$ cat src/rtl/tick_timer_scheduler_if.sv
// rtl/tick_timer_scheduler_if.sv - per-channel arm/abort requests and busy/done status
interface tick_timer_scheduler_if #(
    parameter int NUM_CH = 4,
    parameter int CNT_W  = 8
);
    logic [NUM_CH-1:0]       start;
    logic [NUM_CH*CNT_W-1:0] duration;
    logic [NUM_CH-1:0]       cancel;
    logic [NUM_CH-1:0]       busy;
    logic [NUM_CH-1:0]       done;

    modport master (output start, output duration, output cancel, input busy, input done);
    modport slave  (input start, input duration, input cancel, output busy, output done);
endinterface

$ cat src/rtl/tick_timer_scheduler.sv
// rtl/tick_timer_scheduler.sv - multi-channel tick countdown with one round-robin decrementer
module tick_timer_scheduler #(
    parameter int NUM_CH = 4,
    parameter int CNT_W  = 8
) (
    input  logic                  clk,
    input  logic                  rst_n,
    input  logic                  tick,
    input  logic                  overrun_clr,
    tick_timer_scheduler_if.slave req,
    output logic                  sweeping,
    output logic                  overrun
);
    localparam int IDX_W = $clog2(NUM_CH);

    typedef enum logic {IDLE, SWEEP} state_t;

    state_t            state;
    logic [IDX_W-1:0]  idx;
    logic [NUM_CH-1:0] busy_q;
    logic [NUM_CH-1:0] done_q;
    logic [CNT_W-1:0]  cnt [NUM_CH];

    assign req.busy = busy_q;
    assign req.done = done_q;

    always_ff @(posedge clk or negedge rst_n) begin
        if (!rst_n) begin
            state    <= IDLE;
            idx      <= '0;
            sweeping <= 1'b0;
            overrun  <= 1'b0;
            busy_q   <= '0;
            done_q   <= '0;
            for (int i = 0; i < NUM_CH; i++) cnt[i] <= '0;
        end else begin
            if (state == IDLE) begin
                if (tick) begin
                    state    <= SWEEP;
                    idx      <= '0;
                    sweeping <= 1'b1;
                end
            end else if (idx == IDX_W'(NUM_CH - 1)) begin
                state    <= IDLE;
                sweeping <= 1'b0;
            end else begin
                idx <= idx + 1'b1;
            end

            // A tick that lands mid-sweep is dropped; only the flag remembers it.
            if (state == SWEEP && tick)
                overrun <= 1'b1;
            else if (overrun_clr)
                overrun <= 1'b0;

            for (int i = 0; i < NUM_CH; i++) begin
                done_q[i] <= 1'b0;
                if (req.cancel[i]) begin
                    busy_q[i] <= 1'b0;
                    cnt[i]    <= '0;
                end else if (req.start[i]) begin
                    // A start on an armed channel is ignored but still pre-empts its visit.
                    if (!busy_q[i]) begin
                        if (req.duration[i*CNT_W +: CNT_W] != '0) begin
                            cnt[i]    <= req.duration[i*CNT_W +: CNT_W];
                            busy_q[i] <= 1'b1;
                        end else begin
                            done_q[i] <= 1'b1;
                        end
                    end
                end else if (state == SWEEP && idx == IDX_W'(i) && busy_q[i]) begin
                    cnt[i] <= cnt[i] - 1'b1;
                    if (cnt[i] == CNT_W'(1)) begin
                        busy_q[i] <= 1'b0;
                        done_q[i] <= 1'b1;
                    end
                end
            end
        end
    end
endmodule
$ cat src/flat_wrapper.sv
// flat-port wrapper written by rule: the top's interface ports become plain ports
module tick_timer_scheduler_flat 
#(
    parameter int NUM_CH = 4,
    parameter int CNT_W  = 8
)
  (clk, rst_n, tick, overrun_clr, sweeping, overrun, req_start, req_duration, req_cancel, req_busy, req_done);
  tick_timer_scheduler_if #(.NUM_CH(NUM_CH), .CNT_W(CNT_W)) req_i ();
  input  logic clk;
  input  logic rst_n;
  input  logic tick;
  input  logic overrun_clr;
  output logic sweeping;
  output logic overrun;
  input wire logic [$bits(req_i.start)-1:0] req_start;
  input wire logic [$bits(req_i.duration)-1:0] req_duration;
  input wire logic [$bits(req_i.cancel)-1:0] req_cancel;
  output wire logic [$bits(req_i.busy)-1:0] req_busy;
  output wire logic [$bits(req_i.done)-1:0] req_done;
  assign req_i.start = req_start;
  assign req_i.duration = req_duration;
  assign req_i.cancel = req_cancel;
  assign req_busy = req_i.busy;
  assign req_done = req_i.done;
  tick_timer_scheduler #(.NUM_CH(NUM_CH), .CNT_W(CNT_W)) u_core (.clk(clk), .rst_n(rst_n), .tick(tick), .overrun_clr(overrun_clr), .req(req_i), .sweeping(sweeping), .overrun(overrun));
endmodule
$ cat config.mk
export PLATFORM = sky130hd
export DESIGN_NAME = tick_timer_scheduler_flat
export DESIGN_NICKNAME = d
export VERILOG_FILES = /design/src/rtl/tick_timer_scheduler_if.sv /design/src/rtl/tick_timer_scheduler.sv /design/src/flat_wrapper.sv
export SDC_FILE = /design/constraint.sdc
export NUM_CORES = 1
export LEC_CHECK = 0
export ABC_AREA = 1
export BUFFER_PORTS_ARGS = -buffer_cell sky130_fd_sc_hd__buf_4
export CAP_MARGIN = 20
export CORE_ASPECT_RATIO = 0.7
export CORE_UTILIZATION = 53
export CTS_BUF_LIST = sky130_fd_sc_hd__clkbuf_4 sky130_fd_sc_hd__clkbuf_8
export CTS_CLUSTER_DIAMETER = 50
export DETAILED_ROUTE_END_ITERATION = 7
export GPL_TIMING_DRIVEN = 1
export HOLD_SLACK_MARGIN = 0.08
export PLACE_DENSITY = 0.86
export SLEW_MARGIN = 10
export SYNTH_ARGS = -nofsm -noshare
export SYNTH_HDL_FRONTEND = slang
export SYNTH_SLANG_ARGS = --single-unit
export TNS_END_PERCENT = 30
$ cat constraint.sdc
create_clock -name clk -period 1.25 [get_ports clk]
set_input_delay 0.1875 -clock clk [delete_from_list [all_inputs] [get_ports clk]]
set_output_delay 0.1875 -clock clk [all_outputs]
set_load 0.01 [all_outputs]
# After elaboration in Yosys (flattened, before gate mapping)
# Index checks and enable logic that the tools add are counted.
# totals
register_bits	45
# classes
reduce_logical	34
n_addsub	5
muxes	79
n_eq_ne	17
# ops
operator	count
$mux 8	20
$mux 1	56
$eq 8x1->1 const B	4
$reduce_bool 8->1	4
$sub 8x1->8 const B	4
$reduce_bool 3->1	8
$ne 3x1->1 const B	4
$ne 3x3->1 const B	4
$reduce_and 2->1	6
$reduce_and 3->1	4
$logic_and 1x1->1	9
$mux 2	3
$eq 2x2->1 const B	2
$ne 2x2->1 const B	2
$reduce_bool 2->1	2
$add 2x1->2 const B	1
$eq 2x1->1 const B	1
$logic_not 2->1	1

# Depth between registers and ports, before layout
# depth
ltp_word	6
ltp_mapped	9
ltp_nobuf	9

# Worst setup path after synthesis
# No wires, ideal clock.
# synth_timing
path_kind	register -> register
from	register u_core.idx[0]
to	register u_core.cnt[0] (netlist name)
path_buffers	1
arrival_ns	1.109
t_required_ns	1.127
path_stages_with_launch	10
synth_period_minus_slack_ns	1.233
setup_slack_ns	0.017
cell_sequence	dfrtp_1 -> ha_1 -> nand2_1 -> inv_1 -> nand2_1 -> nand2_1 -> nand3_2 -> buf_6 -> nand2_1 -> o21ai_2
# synth_between
elab_chain_cells	5
# synth_lines
element	line	rtl
start: declaration	tick_timer_scheduler.sv:19	logic [IDX_W-1:0] idx;
start signal: assignment	tick_timer_scheduler.sv:47	idx <= idx + 1'b1;
$eq 2x2->1	tick_timer_scheduler.sv:71	end else if (state == SWEEP && idx == IDX_W'(i) && busy_q[i]) begin
$logic_and 1x1->1 (2 in a row)	tick_timer_scheduler.sv:71	
$reduce_bool 3->1 (no source line)	--	
$reduce_and 3->1 (no source line)	--	
end signal: indexed assignment	tick_timer_scheduler.sv:65	cnt[i] <= req.duration[i*CNT_W +: CNT_W];
end signal: indexed assignment	tick_timer_scheduler.sv:72	cnt[i] <= cnt[i] - 1'b1;
end: declaration	tick_timer_scheduler.sv:22	logic [CNT_W-1:0] cnt [NUM_CH];
# Every way passes these cells.
# A chain may end at the register's enable or synchronous reset.

# Final worst setup path
# layout_timing
from	register u_core.idx[0]
to	register u_core.cnt[5] (netlist name)
# The elaborated chain is that of the path after synthesis.

==> metrics.txt <==
FFs w/ async S/R, synth=100.0%; combinational share of power=40.2%; final setup violation count=39; GR Overflow Total=0; CP max stage cell=dfrtp_1; DR iter-0 viols=300; RSZ-0062 raised after global routing=true; max incr delay on CP=about 0.42 ns; Fin Setup TNS=-2.858 ns; Fillers=between 400 and 500; diode count=0; CTS tree=done; H-tree levels=2; largest net degree at the start of global routing=46; Cell Chain, Critical Path=ha_2 -> nand2_2 -> inv_2 -> nand2_2 -> nand2_2 -> nand3_4 -> buf_6 -> nand2_2 -> nand2_2; Detail Route met2 WL=between 4000 and 5000 um; min cycle time layout=between 1 and 1.5 ns; highest clock rate=a little over 700 MHz; wire per inst=approximately 14 um; crit-path most repeated cell=nand2_2; initial antenna violation count=0; vias in the first global route=between 3000 and 4000; gpl congestion=roughly 0.94; DRC viols=0; Crit Path Class=reg2reg; Place WS=-0.2639 ns; MaxCap Viol Count=0; clk sinks=45; pwr/cell area=about 1300 nW/um^2; fin util=~76%; I/O Pins=54; row count=22; global router's overall resource usage=between 30 and 40%; sequential area share after synthesis=roughly 36%; clock-pin slew on the worst setup and hold paths=~0.080 ns; P_leak=between 2 and 2.5 nW; post-route clock period utilization=110.8%; final slew viol count=0; Hold Fails Final Rpt=0; Worst Path Buf+Inv=2; Root Driver=clkbuf_8; skew final=around 0.0093 ns; crit-path max FO=5; worst slew pin tran=approximately 0.57 ns; Vias/cell=5.545; Post-CTS Setup Bufs=0; relative slew slack=between 60% and 70%; DP HPWL=between 6000 and 7000 um; Syn Area/Cell=6.750 um^2; commonest cells in the netlist=nand2_1, inv_1, nor2_1, dfrtp_1, nand3_1; Worst Setup End Kind=flip-flop; Sw Ratio=38.84%; Area after DPL=roughly 3800 um^2; worst endpoint required time=1.45 ns; status=finished, violations left; Final #Nets=roughly 610; Die W=a little over 90 um; CP delay by family, top=simple AND/OR/NAND/NOR gates; Post-Route Hold Slack=0.1134 ns; Initial Util=between 50% and 60%; via count=3471; critical path startpoint category=flip-flop; number of synthesized flops with an enable pin=0; Post-Route M1 WL=3707 um; worst vdd ir=around 600 uV; Final ANT Viol Nets=0; CP Data Arrival Time=around 1.6 ns; Reg power frac=a little under two fifths; core area=roughly 5500 um^2; Initial DRT Pass Iterations=5; Unique masters post-synth=22; Synth Flop Type=dfrtp_1; failing checks=negative setup slack; die area=between 6000 and 7000 um^2; P_int=~0.0033 W; Tightest Hold Check Type=in2reg; ranking of synthesized cells by area=dfrtp_1, nand2_1, inv_1, nand3_1, nor2_1; CTS max path bufs=2; area leader, netlist=dfrtp_1; clock latency on the worst-skew pair=between 0.3 and 0.4 ns; #FFs+latches synth=between 40 and 50; Yosys warnings=0; Final Instance Area=slightly above 4000 um^2; count leader, synth=nand2_1; Met3 Routed Length=approximately 850 um; final worst setup slack=-0.1356 ns; DR top layer=met4; die height=66.11 um; Clock Power Share=between 20% and 30%; Area growth syn-to-layout=33.25%; global-route wire length before repair=14790 um; area of the mapped netlist=3112 um^2; layout cell share with drive strength beyond 1=27.80%; cts bufs inserted=5; final wirelength=between 8000 and 9000 um; share of the synthesized area in the top cell type=between 30% and 40%; synthesized netlist net count=517; sw power=just over 0.002 W; post-synthesis cell count=461; port bufs=53
==> worst reg2reg max path, stage by stage, from the launching register on <==
cell and delay, ns:
dfrtp_1 0.42, ha_2 0.21, nand2_2 0.06, inv_2 0.08
nand2_2 0.07, nand2_2 0.08, nand3_4 0.09, buf_6 0.16
nand2_2 0.07, nand2_2 0.05
==> stage by stage <==
step	total power, W	std cells
after global placement	0.003796	613
after detailed placement	0.003896	613
after CTS	0.005210	626
after floorplan	0.003162	461
final	0.005350	626
after global routing	0.005704	626
==> layout by cell type (no fill, tap or decap) <==
cell type,netlist,layout
nand2_1,173,158
buf_4,0,81
inv_1,61,53
nor2_1,46,45
dfrtp_1,45,44
nand3_1,43,40
o21ai_0,20,19
nand2_2,0,11
o21ai_2,8,9
a22oi_1,8,8
nand3_4,0,7
ha_1,12,7
clkbuf_8,0,6
inv_2,0,5
nor2_2,4,5
a21oi_1,5,5
ha_2,0,5
nor2_4,4,4
nand2_4,0,4
o22ai_1,5,4
xor2_1,4,4
nand4_1,4,4
nand3_2,4,3
nor4_2,0,3
inv_4,0,3
nor3_1,3,3
o21bai_1,3,3
buf_6,4,3
dlygate4sd3_1,0,2
or2_2,1,1
o22ai_2,0,1
o21ai_1,1,1
bufinv_16,0,1
clkbuf_4,0,1
dfrtp_2,0,1
==> area by class of cell <==
cell class	instances	area [um^2]	share of cell area, %
Multi-Input combinational cell	354	1911	46.08
Clock buffer	7	90.09	2.173
Tap cell	72	90.09	2.173
Inverter	61	236.5	5.703
Sequential cell	45	1127	27.19
Clock inverter	1	30.03	0.7242
Timing Repair Buffer	86	661.9	15.96
==> worst paths after layout <==
path / cells after the start / end / slack [ns] / startpoint
worst min register to register: 2 / u_core.sweeping / 0.52 / u_core.sweeping
max in group asynchronous: 2 / u_core.state / 0.42 / rst_n
worst max-delay path: 9 / u_core.cnt[5] / -0.14 / u_core.idx[0]
min in group asynchronous: 2 / u_core.cnt[14] / 0.42 / rst_n
worst min-delay path: 3 / u_core.overrun / 0.11 / tick
worst max register to register: 9 / u_core.cnt[5] / -0.14 / u_core.idx[0]
==> kinds of logic (layout without fill, tap and decap cells) <==
logic type,count (synthesis),in the layout,synth area share (%)
and+or+nand+nor,285,288,38.96
DFF,45,45,36.19
xor gates and xnor gates,4,4,1.126
adders and majority gates,12,12,4.825
AOI/OAI and AO/OA,50,50,10.09
buffers and inverters,65,155,8.806
==> power groups by stage <==
stage | combinational [W] | clock, W | sequential (W)
2_1_floorplan | 0.00119 | 0 | 0.00197
3_3_place_gp | 0.00182 | 0 | 0.00198
3_5_place_dp | 0.00190 | 0 | 0.00199
4_1_cts | 0.00204 | 0.00118 | 0.00198
5_1_grt | 0.00240 | 0.00126 | 0.00205
6_report | 0.00215 | 0.00119 | 0.00201
==> state kept, by name, indices dropped and copies added (netlist names) <==
name / count
u_core.req.done: 4
u_core.idx: 2
u_core.sweeping: 1
u_core.cnt: 32
u_core.state: 1
u_core.overrun: 1
u_core.req.busy: 4
==> what timing repair did <==
item                       4_1_cts  5_1_grt
setup endpoints to repair       42       43
gates resized for setup         40       16
pin swaps                       12        5
cloned                           3        0
hold buffers                     2        0
hold endpoints to repair        46        0
==> layer usage <==
metal,track usage (%),vias to the layer above
met5,0,-
met4,9.423,0
met3,6.782,33
met2,51.65,212
met1,40.64,1567
li1,-,1659
(Power assumes the default switching activity.)
